File: src/rtl/pwm_cap_pkg.sv
`default_nettype none
// ============================================================================
//  Module   : pwm_cap_pkg
//  Brief    : Shared FSM state type and default parameters for pwm_capture.
//  Revision : 1.0 - initial release
// ============================================================================
package pwm_cap_pkg;

   localparam int DEF_CNT_W       = 32;
   localparam int DEF_TIMEOUT_CYC = 50_000_000;
   localparam int DEF_FILT_LEN    = 4;

   typedef enum logic [1:0] {
      WAIT_RISE = 2'd0,
      HIGH      = 2'd1,
      LOW       = 2'd2
   } state_t;

endpackage
`default_nettype wire

File: src/rtl/pwm_edge_sync.sv
`default_nettype none
// ============================================================================
//  Module   : pwm_edge_sync
//  Brief    : Two-flop synchronizer, optional glitch filter and edge detector
//             for the asynchronous PWM input.
//             Macro PWM_CAPTURE_GLITCH_FILTER_EN compiles the filter in.
//  Revision : 1.0 - initial release
// ============================================================================
module pwm_edge_sync
   import pwm_cap_pkg::*;
#(
   parameter int FILT_LEN = DEF_FILT_LEN
) (
   input  logic clk,
   input  logic rst_n,
   input  logic pwm_in,
   output logic lvl,
   output logic rise,
   output logic fall
);

   logic s1;
   logic s2;
   logic s3;

   // Two-flop synchronizer for the asynchronous input.
   always_ff @(posedge clk or negedge rst_n) begin
      if (!rst_n) begin
         s1 <= 1'b0;
         s2 <= 1'b0;
      end else begin
         s1 <= pwm_in;
         s2 <= s1;
      end
   end

`ifdef PWM_CAPTURE_GLITCH_FILTER_EN
   generate
      if (FILT_LEN <= 1) begin : g_filt_bypass
         assign lvl = s2;
      end else begin : g_filt
         // The filtered level follows s2 once s2 has held its new value for
         // FILT_LEN-1 further edges, adding FILT_LEN-1 cycles of latency.
         localparam int FW  = $clog2(FILT_LEN + 1);
         localparam int THR = FILT_LEN - 2;

         logic          filt;
         logic [FW-1:0] scnt;

         // Stability counter: restarts whenever s2 agrees with the output.
         always_ff @(posedge clk or negedge rst_n) begin
            if (!rst_n) begin
               filt <= 1'b0;
               scnt <= '0;
            end else if (s2 == filt) begin
               scnt <= '0;
            end else if (int'(scnt) >= THR) begin
               filt <= s2;
               scnt <= '0;
            end else begin
               scnt <= scnt + 1'b1;
            end
         end

         assign lvl = filt;
      end
   endgenerate
`else
   assign lvl = s2;
`endif

   // One more register stage gives the previous level for edge detection.
   always_ff @(posedge clk or negedge rst_n) begin
      if (!rst_n) begin
         s3 <= 1'b0;
      end else begin
         s3 <= lvl;
      end
   end

   assign rise = lvl & ~s3;
   assign fall = ~lvl & s3;

endmodule
`default_nettype wire

File: src/rtl/pwm_capture.sv
`default_nettype none
// ============================================================================
//  Module   : pwm_capture
//  Brief    : Measures period and high time of an asynchronous PWM signal in
//             clk cycles and flags a stalled input with a timeout.
//             Macro PWM_CAPTURE_GLITCH_FILTER_EN enables the input filter.
//  Revision : 1.0 - initial release
// ============================================================================
module pwm_capture
   import pwm_cap_pkg::*;
#(
   parameter int CNT_W       = DEF_CNT_W,
   parameter int TIMEOUT_CYC = DEF_TIMEOUT_CYC,
   parameter int FILT_LEN    = DEF_FILT_LEN
) (
   input  logic             clk,
   input  logic             rst_n,
   input  logic             pwm_in,
   output logic [CNT_W-1:0] period,
   output logic [CNT_W-1:0] high_time,
   output logic             valid,
   output logic             timeout,
   output logic             stuck_level
);

   localparam logic [CNT_W-1:0] CNT_MAX = '1;
   localparam logic [CNT_W-1:0] CNT_ONE = CNT_W'(1);
   localparam logic [CNT_W-1:0] TO_LIM  = CNT_W'(TIMEOUT_CYC);

   logic lvl;
   logic rise;
   logic fall;

   state_t           state;
   state_t           state_nx;
   logic [CNT_W-1:0] cnt;
   logic [CNT_W-1:0] cnt_nx;
   logic [CNT_W-1:0] cnt_inc;
   logic [CNT_W-1:0] hi_lat;
   logic [CNT_W-1:0] hi_lat_nx;
   logic [CNT_W-1:0] period_nx;
   logic [CNT_W-1:0] high_time_nx;
   logic             valid_nx;
   logic             timeout_nx;
   logic             stuck_nx;

   pwm_edge_sync #(
      .FILT_LEN (FILT_LEN)
   ) u_sync (
      .clk    (clk),
      .rst_n  (rst_n),
      .pwm_in (pwm_in),
      .lvl    (lvl),
      .rise   (rise),
      .fall   (fall)
   );

   // Saturating increment: the counter sticks at all-ones instead of wrapping.
   assign cnt_inc = (cnt == CNT_MAX) ? cnt : cnt + CNT_ONE;

   // Next-state and output logic; a rise always wins over a same-cycle timeout.
   always_comb begin
      state_nx     = state;
      cnt_nx       = cnt;
      hi_lat_nx    = hi_lat;
      period_nx    = period;
      high_time_nx = high_time;
      valid_nx     = 1'b0;
      timeout_nx   = timeout;
      stuck_nx     = stuck_level;
      case (state)
         WAIT_RISE: begin
            if (rise) begin
               state_nx   = HIGH;
               cnt_nx     = CNT_ONE;
               timeout_nx = 1'b0;
            end else if (fall) begin
               timeout_nx = 1'b0;
               cnt_nx     = '0;
            end else if (!timeout) begin
               if (cnt >= TO_LIM) begin
                  timeout_nx = 1'b1;
                  stuck_nx   = lvl;
                  cnt_nx     = '0;
               end else begin
                  cnt_nx = cnt_inc;
               end
            end
         end
         HIGH: begin
            if (fall) begin
               state_nx  = LOW;
               hi_lat_nx = cnt;
               cnt_nx    = cnt_inc;
            end else if (cnt >= TO_LIM) begin
               state_nx   = WAIT_RISE;
               timeout_nx = 1'b1;
               stuck_nx   = lvl;
               cnt_nx     = '0;
            end else begin
               cnt_nx = cnt_inc;
            end
         end
         LOW: begin
            if (rise) begin
               state_nx     = HIGH;
               period_nx    = cnt;
               high_time_nx = hi_lat;
               valid_nx     = 1'b1;
               cnt_nx       = CNT_ONE;
            end else if (cnt >= TO_LIM) begin
               state_nx   = WAIT_RISE;
               timeout_nx = 1'b1;
               stuck_nx   = lvl;
               cnt_nx     = '0;
            end else begin
               cnt_nx = cnt_inc;
            end
         end
         default: begin
            state_nx = WAIT_RISE;
            cnt_nx   = '0;
         end
      endcase
   end

   // State, counters and output registers; reset discards any partial period.
   always_ff @(posedge clk or negedge rst_n) begin
      if (!rst_n) begin
         state       <= WAIT_RISE;
         cnt         <= '0;
         hi_lat      <= '0;
         period      <= '0;
         high_time   <= '0;
         valid       <= 1'b0;
         timeout     <= 1'b0;
         stuck_level <= 1'b0;
      end else begin
         state       <= state_nx;
         cnt         <= cnt_nx;
         hi_lat      <= hi_lat_nx;
         period      <= period_nx;
         high_time   <= high_time_nx;
         valid       <= valid_nx;
         timeout     <= timeout_nx;
         stuck_level <= stuck_nx;
      end
   end

endmodule
`default_nettype wire

File: config.mk
export PLATFORM = sky130hd
export DESIGN_NAME = pwm_capture
export DESIGN_NICKNAME = d
export VERILOG_FILES = /design/src/rtl/pwm_cap_pkg.sv /design/src/rtl/pwm_edge_sync.sv /design/src/rtl/pwm_capture.sv
export SDC_FILE = /design/constraint.sdc
export NUM_CORES = 1
export LEC_CHECK = 0
export CELL_PAD_IN_SITES_DETAIL_PLACEMENT = 2
export CELL_PAD_IN_SITES_GLOBAL_PLACEMENT = 2
export CORE_UTILIZATION = 39
export DETAILED_ROUTE_END_ITERATION = 8
export PLACE_DENSITY = 0.82
export RECOVER_POWER = 25
export SKIP_CTS_REPAIR_TIMING = 1
export SLEW_MARGIN = 40
export SYNTH_ARGS = -nofsm -noshare
export SYNTH_HDL_FRONTEND = slang
export SYNTH_SLANG_ARGS = --single-unit
File: constraint.sdc
create_clock -name clk -period 4.2 [get_ports clk]
set_clock_uncertainty 0.1 [all_clocks]
set_input_delay 0.84 -clock clk [delete_from_list [all_inputs] [get_ports clk]]
set_output_delay 0.84 -clock clk [all_outputs]
set_load 0.03 [all_outputs]
; Word level (Yosys, flattened, before mapping)
; Index checks and enable logic that the tools add are counted.
[word_totals]
register_bits = 136
in_bits = 3
[op_classes]
n_mux = 30
reduce_logical = 6
bitwise = 4
n_lt_le_gt_ge = 1
eq_ne = 10
addsub = 1
[ops]
columns = op, count
row1 = $mux 32, 7
row2 = $pmux 32 s3, 1
row3 = $add 32x1->32 const B, 1
row4 = $eq 32x32->1 const B, 1
row5 = $ge 32x26->1 const B, 1
row6 = $mux 1, 15
row7 = $ne 2x2->1 const B, 6
row8 = $mux 2, 4
row9 = $pmux 1 s3, 2
row10 = $pmux 2 s3, 1
row11 = $reduce_and 6->1, 1
row12 = $ne 4x4->1 const B, 1
row13 = $reduce_and 2->1, 2
row14 = $reduce_and 3->1, 1
row15 = $reduce_bool 3->1, 1
row16 = $and 1x1->1, 2
row17 = $eq 2x1->1 const B, 1
row18 = $eq 2x2->1 const B, 1
row19 = $logic_not 2->1, 1
row20 = $not 1->1, 2

; Logic depth before layout (Yosys ltp)
; Gate-level depths: netlist of the first run.
[depth]
ltp_word = 7
ltp_mapped = 11
ltp_nobuf = 8

; Modules after synthesis
; Synthesis of the first run repeated with hierarchy kept, for this count alone.
[unflattened]
hier_cells = 526
hier_area_um2 = 6052.1
[by_module_without_submodules]
columns = mod, seq_area_each_um2, n_inst, cells_each, area_each_um2
row1 = pwm_capture, 3328.2, 1, 521, 5962.0
row2 = pwm_edge_sync, 75.1, 1, 5, 90.1

; Least setup slack after synthesis of the first run
; Ideal clock, no wire load.
[synth_timing]
path_type = reg-to-reg
startpoint = register cnt[26]
endpoint = register cnt[18]
path_slack_ns = 1.779
setup_ns = 0.069
arrival_time_ns = 2.252
stages_incl_launch_ff = 8
path_buffers = 1
path_cell_list = dfrtp_1 > buf_6 > or4_4 > o41ai_1 > a22o_1 > o211ai_4 > or4_1 > nand3_1
[synth_via]
elab_chain_cells = 7
word_cells_on_any_way = 10
cone_classes = order compare (1) / eq/ne (1) / mux (8)
[synth_lines]
columns = item, line_no
row1 = from (decl), pwm_capture.sv:36  ; logic [CNT_W-1:0] cnt;
row2 = from (signal assigned), pwm_capture.sv:140  ; cnt <= cnt_nx;
row3 = "parallel branches: the longest is 6 deep, another holds $ge 32x26->1", --
row4 = $pmux 32 s3 *, pwm_capture.sv:71  ; case (state)
; Mark *: on every way between the ends. The select of a mux whose other input is x is not followed.
; A chain may end at the register's enable or synchronous reset.

; Final worst setup path of the first run
[layout_timing]
startpoint = register cnt[26]
endpoint = register cnt[12]
; Same word-level chain as after synthesis.

==> results_dict.tcl, run 1 <==
set metrics [dict create \
    status "complete, but fails checks" \
    failed_checks "capacitance limit, slew limit" \
    leakage_nw 3.54 \
    crit_path_max_fanout 29 \
    final.min_clock_period_ns 3.01 \
    slowest_delay_ns 0.66 \
    synth_edf_count 0 \
    crit_chain "or4_4, o41ai_1, a22o_1, o211a_2, nand3_1, o311ai_0" \
    reg2reg_from "cnt[26]" \
    cp_num_buf_inv 0 \
    first_pass_iters 5 \
    hp-class "reg -> reg" \
    htreeDepth 4 \
    syn_avg_cell_area_um2 10.2 \
    design.die.area_mm2 0.0164 \
    fmax_mhz 332 \
    ios 70 \
    cp_top_family "compound AO/OA/AOI/OAI gates" \
    reg2reg_to "cnt[12]" \
    timing.final.crit_share_pct 71.7 \
    ys_types 57 \
    fp.dieW_um 128 \
    crit_end "cnt[12]" \
    end_kind "flip-flop" \
    finalSetupViolCount 0 \
    grt_usage_pct 25.0 \
    ys_top_cells_by_area "dfrtp_1, mux2_2, nand2_1, nand3_1, o311ai_0" \
    crit_slowest_cell "o211a_2" \
    antenna_found_initial 0 \
    vias_per_cell 5.60 \
    drive_gt1_share_pct 15.7 \
    path_depth 6 \
    vias 4956 \
    slew-limit-headroom_pct -12.1 \
    netlist.top_cell.by_area "dfrtp_1" \
    holdWs_ns 0.252 \
    cp-start-kind "flip-flop" \
    power.total_mw 3.50 \
    synth_top_area_share_pct 55.1 \
    yosysSeqAreaShare_pct 55.1 \
    drcViolationCount 0 \
    first_global_vias 5557 \
    cap_violations 1 \
    grt_max_degree 106 \
    path_clk_slew_ns 0.06 \
    slew_viol_final 30 \
    cts_sinks 136 \
    clockBufferDepth 2 \
    synthesis.nets 614 \
    cts_root_buf "clkbuf_16" \
    initial_utilization_pct 40.4 \
    layout_common_cells "nand2_1, dfrtp_1, clkdlybuf4s50_1, mux2_2, nand3_1" \
    portBuffers 69 \
    rsz0062_at_grt "false" \
    diodes 0 \
    drt-initial-drc-count 253 \
    wl_per_cell_um 21.6 \
    ir_drop_uv 269 \
    final_util_pct 50.0 \
    die_h_um 128 \
    arrival_ns 3.19 \
    crit_start "cnt[26]" \
    synth_ff_type "dfrtp_1" \
    worstSetupPathType "reg -> reg" \
    grt_pass1_wl_um 31100 \
    async_flop_share_pct 100 \
    reg2reg_slack_ns 1.19 \
    tritoncts "done" \
    dp_hpwl_um 11900 \
    hold_violations 0 \
    finalSetupTns_ns 0 \
    worst_r2r_path_depth 6 \
    finalNetCount 671 \
    ant_nets 0 \
    design.core.area_mm2 0.0153 \
    syn-cell-area_mm2 0.00618 \
    tightest_slew_ns 1.68 \
    yosys_warnings 0 \
    drt_wl_total_um 19100 \
    cts_buffers 17 \
    ys_ff_latch 136 \
    final_common_cell "nand2_1" \
    placed_area_mm2 0.00704 \
    gr-total-overflow 0 \
    worstPathRequired_ns 4.38 \
    netlist_instances 604 \
    powerDensity_mw_per_mm2 457 \
    clk_latency_ns 0.43 \
    design_area_mm2 0.00766 \
    area_growth_pct 24.0 \
    rows 45 \
    place_congestion 0.797 \
]
## kinds of logic after synthesis
family	count (synthesis)	synth area share, %
xor gates and xnor gates	4	0.567
DFF	136	55.1
and+or+nand+nor	268	20.4
adders and majority gates	7	1.42
AOI/OAI and AO/OA	83	9.39
muxes	52	9.48
buffers and inverters	54	3.68
## layout make-up
class	instances	area [um^2]
clock buffers	21	460
clock inverters	11	146
fillers	1590	7650
inverters	14	52.6
multi-input cells	414	2560
flip-flops and latches	136	3400
well taps	211	264
repair buffers	78	772
## per-layer routing
metal | up-vias | wire, um | track usage (%)
li1 | 2231 | - | -
met1 | 2587 | 8730 | 32.5
met2 | 105 | 9520 | 42.6
met3 | 33 | 561 | 4.42
met4 | 0 | 286 | 7.68
met5 | - | 0 | 0
## cell usage after synthesis, types with 6 or more instances
master	n
o311ai_0	15
inv_1	13
ha_1	7
clkbuf_1	28
a21oi_1	17
nand3_1	37
nor3_1	6
or3_1	6
o21ai_0	24
dfrtp_1	136
nand2_1	153
mux2_2	52
nand4_1	18
and3_1	7
nor2_1	11
## how the worst min path moves through the flow
| stage | startpoint | slack (ns) | end | depth (start not counted) |
|---|---|---|---|---|
| 2_1_floorplan | u_sync.s1 | 0.23 | u_sync.lvl | 0 |
| 3_3_place_gp | u_sync.s1 | 0.24 | u_sync.lvl | 0 |
| 3_5_place_dp | u_sync.s1 | 0.24 | u_sync.lvl | 0 |
| 4_1_cts | u_sync.s1 | 0.25 | u_sync.lvl | 0 |
| 5_1_grt | u_sync.s1 | 0.27 | u_sync.lvl | 0 |
| 6_report | u_sync.s1 | 0.25 | u_sync.lvl | 0 |
## registers in the layout (all words and copies together), names as in the netlist
register and flops:
cnt 32, hi_lat 32, high_time 32, period 32, state 2, stuck_level 1, timeout 1, u_sync.lvl 1
u_sync.s1 1, u_sync.s3 1, valid 1
## report_power, final
| part | internal, mW | switching (mW) |
|---|---|---|
| logic | 0.164 | 0.369 |
| registers | 1.36 | 0.0595 |
| clock network | 0.965 | 0.581 |
## metrics by stage
step	cells	setup WS, ns
2_1_floorplan	604	1.78
3_3_place_gp	852	1.17
3_5_place_dp	852	1.29
4_1_cts	884	1.18
5_1_grt	885	0.933
6_report	885	1.19
No activity file was read; power rests on OpenSTA's default activity.
==> inputs of run 2 (changes only) <==
Settings changed: CORE_UTILIZATION 39 to 36, PLACE_DENSITY 0.82 to 0.76.
Clock period 4.2 ns to 3.1 ns, I/O delays scaled along.
==> run 2 against run 1 <==
Compared with the run above:
- the flow still finishes with violations (capacitance limit, slew limit)
- hold slack lost 0.0031 ns
- non-clock buffer count rose by 5
- global-route usage shrank 2.0 points
- cell count rose by 1.5%
- sequential power grew 36%
- register-to-register slack lost 0.98 ns
- die area rose by 8.2%
- setup slack lost 0.98 ns
- utilization decreased by 4.3 points
- critical endpoint is now cnt[22]
- largest cell class unchanged
- largest power group is now sequential cells
- highest routed layer unchanged
==> results_dict.tcl, run 2 (synthesis gave the netlist of run 1 again) <==
set metrics [dict create \
    status "complete, but fails checks" \
    failed_checks "capacitance limit, slew limit" \
    clockBufferDepth 2 \
    tritoncts "done" \
    first_global_vias 5521 \
    slew-limit-headroom_pct -11.7 \
    seq_area_mm2 0.00340 \
    layout_common_cells "nand2_1, dfrtp_1, clkdlybuf4s50_1, mux2_2, nand3_1" \
    cp_num_buf_inv 1 \
    end_kind "flip-flop" \
    gr-total-overflow 0 \
    drt-initial-drc-count 280 \
    slew_viol_final 66 \
    layout_setup_ws_ns 0.211 \
    multi_input_area_mm2 0.00256 \
    dp_slack_ns 0.245 \
    path_clk_slew_ns 0.06 \
    ir_drop_uv 411 \
    powerDensity_mw_per_mm2 598 \
    htreeDepth 4 \
    finalSetupTns_ns 0 \
    clk_latency_ns 0.42 \
    finalNetCount 676 \
    grt_usage_pct 23.0 \
    ant_nets 0 \
    vias 4958 \
    cp_top_family "compound AO/OA/AOI/OAI gates" \
    design_area_mm2 0.00764 \
    dp_hpwl_um 12200 \
    cp-start-kind "flip-flop" \
    rows 47 \
    cts_root_buf "clkbuf_16" \
    ios 70 \
    hp-class "reg -> reg" \
    initial_utilization_pct 37.0 \
    slowest_delay_ns 0.58 \
    finalSetupViolCount 0 \
    grt_pass1_wl_um 31200 \
    antenna_found_initial 0 \
    fp.dieW_um 133 \
    cts_buffers 17 \
    crit_path_max_fanout 18 \
    timing.final.crit_share_pct 93.2 \
    final.min_clock_period_ns 2.89 \
    hold_violations 0 \
    cap_violations 1 \
    leakage_nw 3.54 \
    worstSetupPathType "reg -> reg" \
    holdWs_ns 0.249 \
    design.core.area_mm2 0.0167 \
    final_common_cell "nand2_1" \
    arrival_ns 3.08 \
    place_congestion 0.811 \
    crit_slowest_cell "or4_1" \
    tightest_slew_ns 1.68 \
    design.die.area_mm2 0.0177 \
    rsz0062_at_grt "false" \
    area_growth_pct 23.6 \
    worstPathRequired_ns 3.29 \
    drt_wl_total_um 18700 \
    fmax_mhz 346 \
    die_h_um 133 \
    cts_sinks 136 \
    diodes 0 \
    wl_per_cell_um 20.8 \
    drcViolationCount 0 \
    drive_gt1_share_pct 16.1 \
    crit_chain "or4_1, o311ai_1, o2111a_2, o211ai_4, buf_4, o311ai_0" \
    nFillCells 1711 \
    first_pass_iters 4 \
    vias_per_cell 5.52 \
    placed_area_mm2 0.00712 \
    portBuffers 69 \
    grt_max_degree 66 \
]
## run 2: cell types whose count changed in the layout (fill, tap and decap cells not counted), sizes merged
cell,before,now
bufinv,3,1
buf,9,13
clkinvlp,2,1
inv,14,13
clkinv,6,8
clkbuf,22,24
## run 2: cell type report
cell class | instances | area share, %
clock buffers | 22 | 6.08
clock inverters | 9 | 0.999
inverters | 14 | 0.688
multi-input cells | 414 | 33.6
flip-flops and latches | 136 | 44.6
well taps | 220 | 3.60
repair buffers | 83 | 10.5
## run 2: worst paths after layout
check	start	cells after the start	end	slack [ns]
setup / recovery	cnt[10]	6	cnt[22]	0.21
hold / removal	u_sync.s1	0	u_sync.lvl	0.25
setup reg to reg	cnt[10]	6	cnt[22]	0.21
hold reg to reg	u_sync.s1	0	u_sync.lvl	0.25
max in group asynchronous	rst_n	2	cnt[31]	0.75
min in group asynchronous	rst_n	1	period[13]	0.52
## run 2: stage by stage
stage / utilization [%] / instances / total power, mW
floorplan: - / 604 / 2.42
global placement: 42.6 / 867 / 2.66
detailed placement: 42.6 / 867 / 2.71
CTS: 45.8 / 898 / 4.62
global route: 45.7 / 898 / 4.77
finish: 45.7 / 898 / 4.57
## run 2: metal layers
layer	vias to the layer above	part of all wire (%)	GRT usage (%)
met5	-	0	0
met2	106	50	37.9
met4	0	1.5	6.96
li1	2237	-	-
met1	2589	45	30.6
met3	26	3.3	4.48
## run 2: power breakdown
part           total (mW)  switching (mW)  leakage [nW]  internal (mW)
clock                1.88           0.750         0.269           1.13
sequential           1.93          0.0803          1.89           1.85
combinational       0.754           0.496          1.39          0.258
total                4.57            1.33          3.54           3.24
==> inputs of run 3 (changes only) <==
Settings changed: GPL_ROUTABILITY_DRIVEN set to 0.
==> results of run 3 <==
The final DEF is identical to that of run 2; final timing and power are the same.
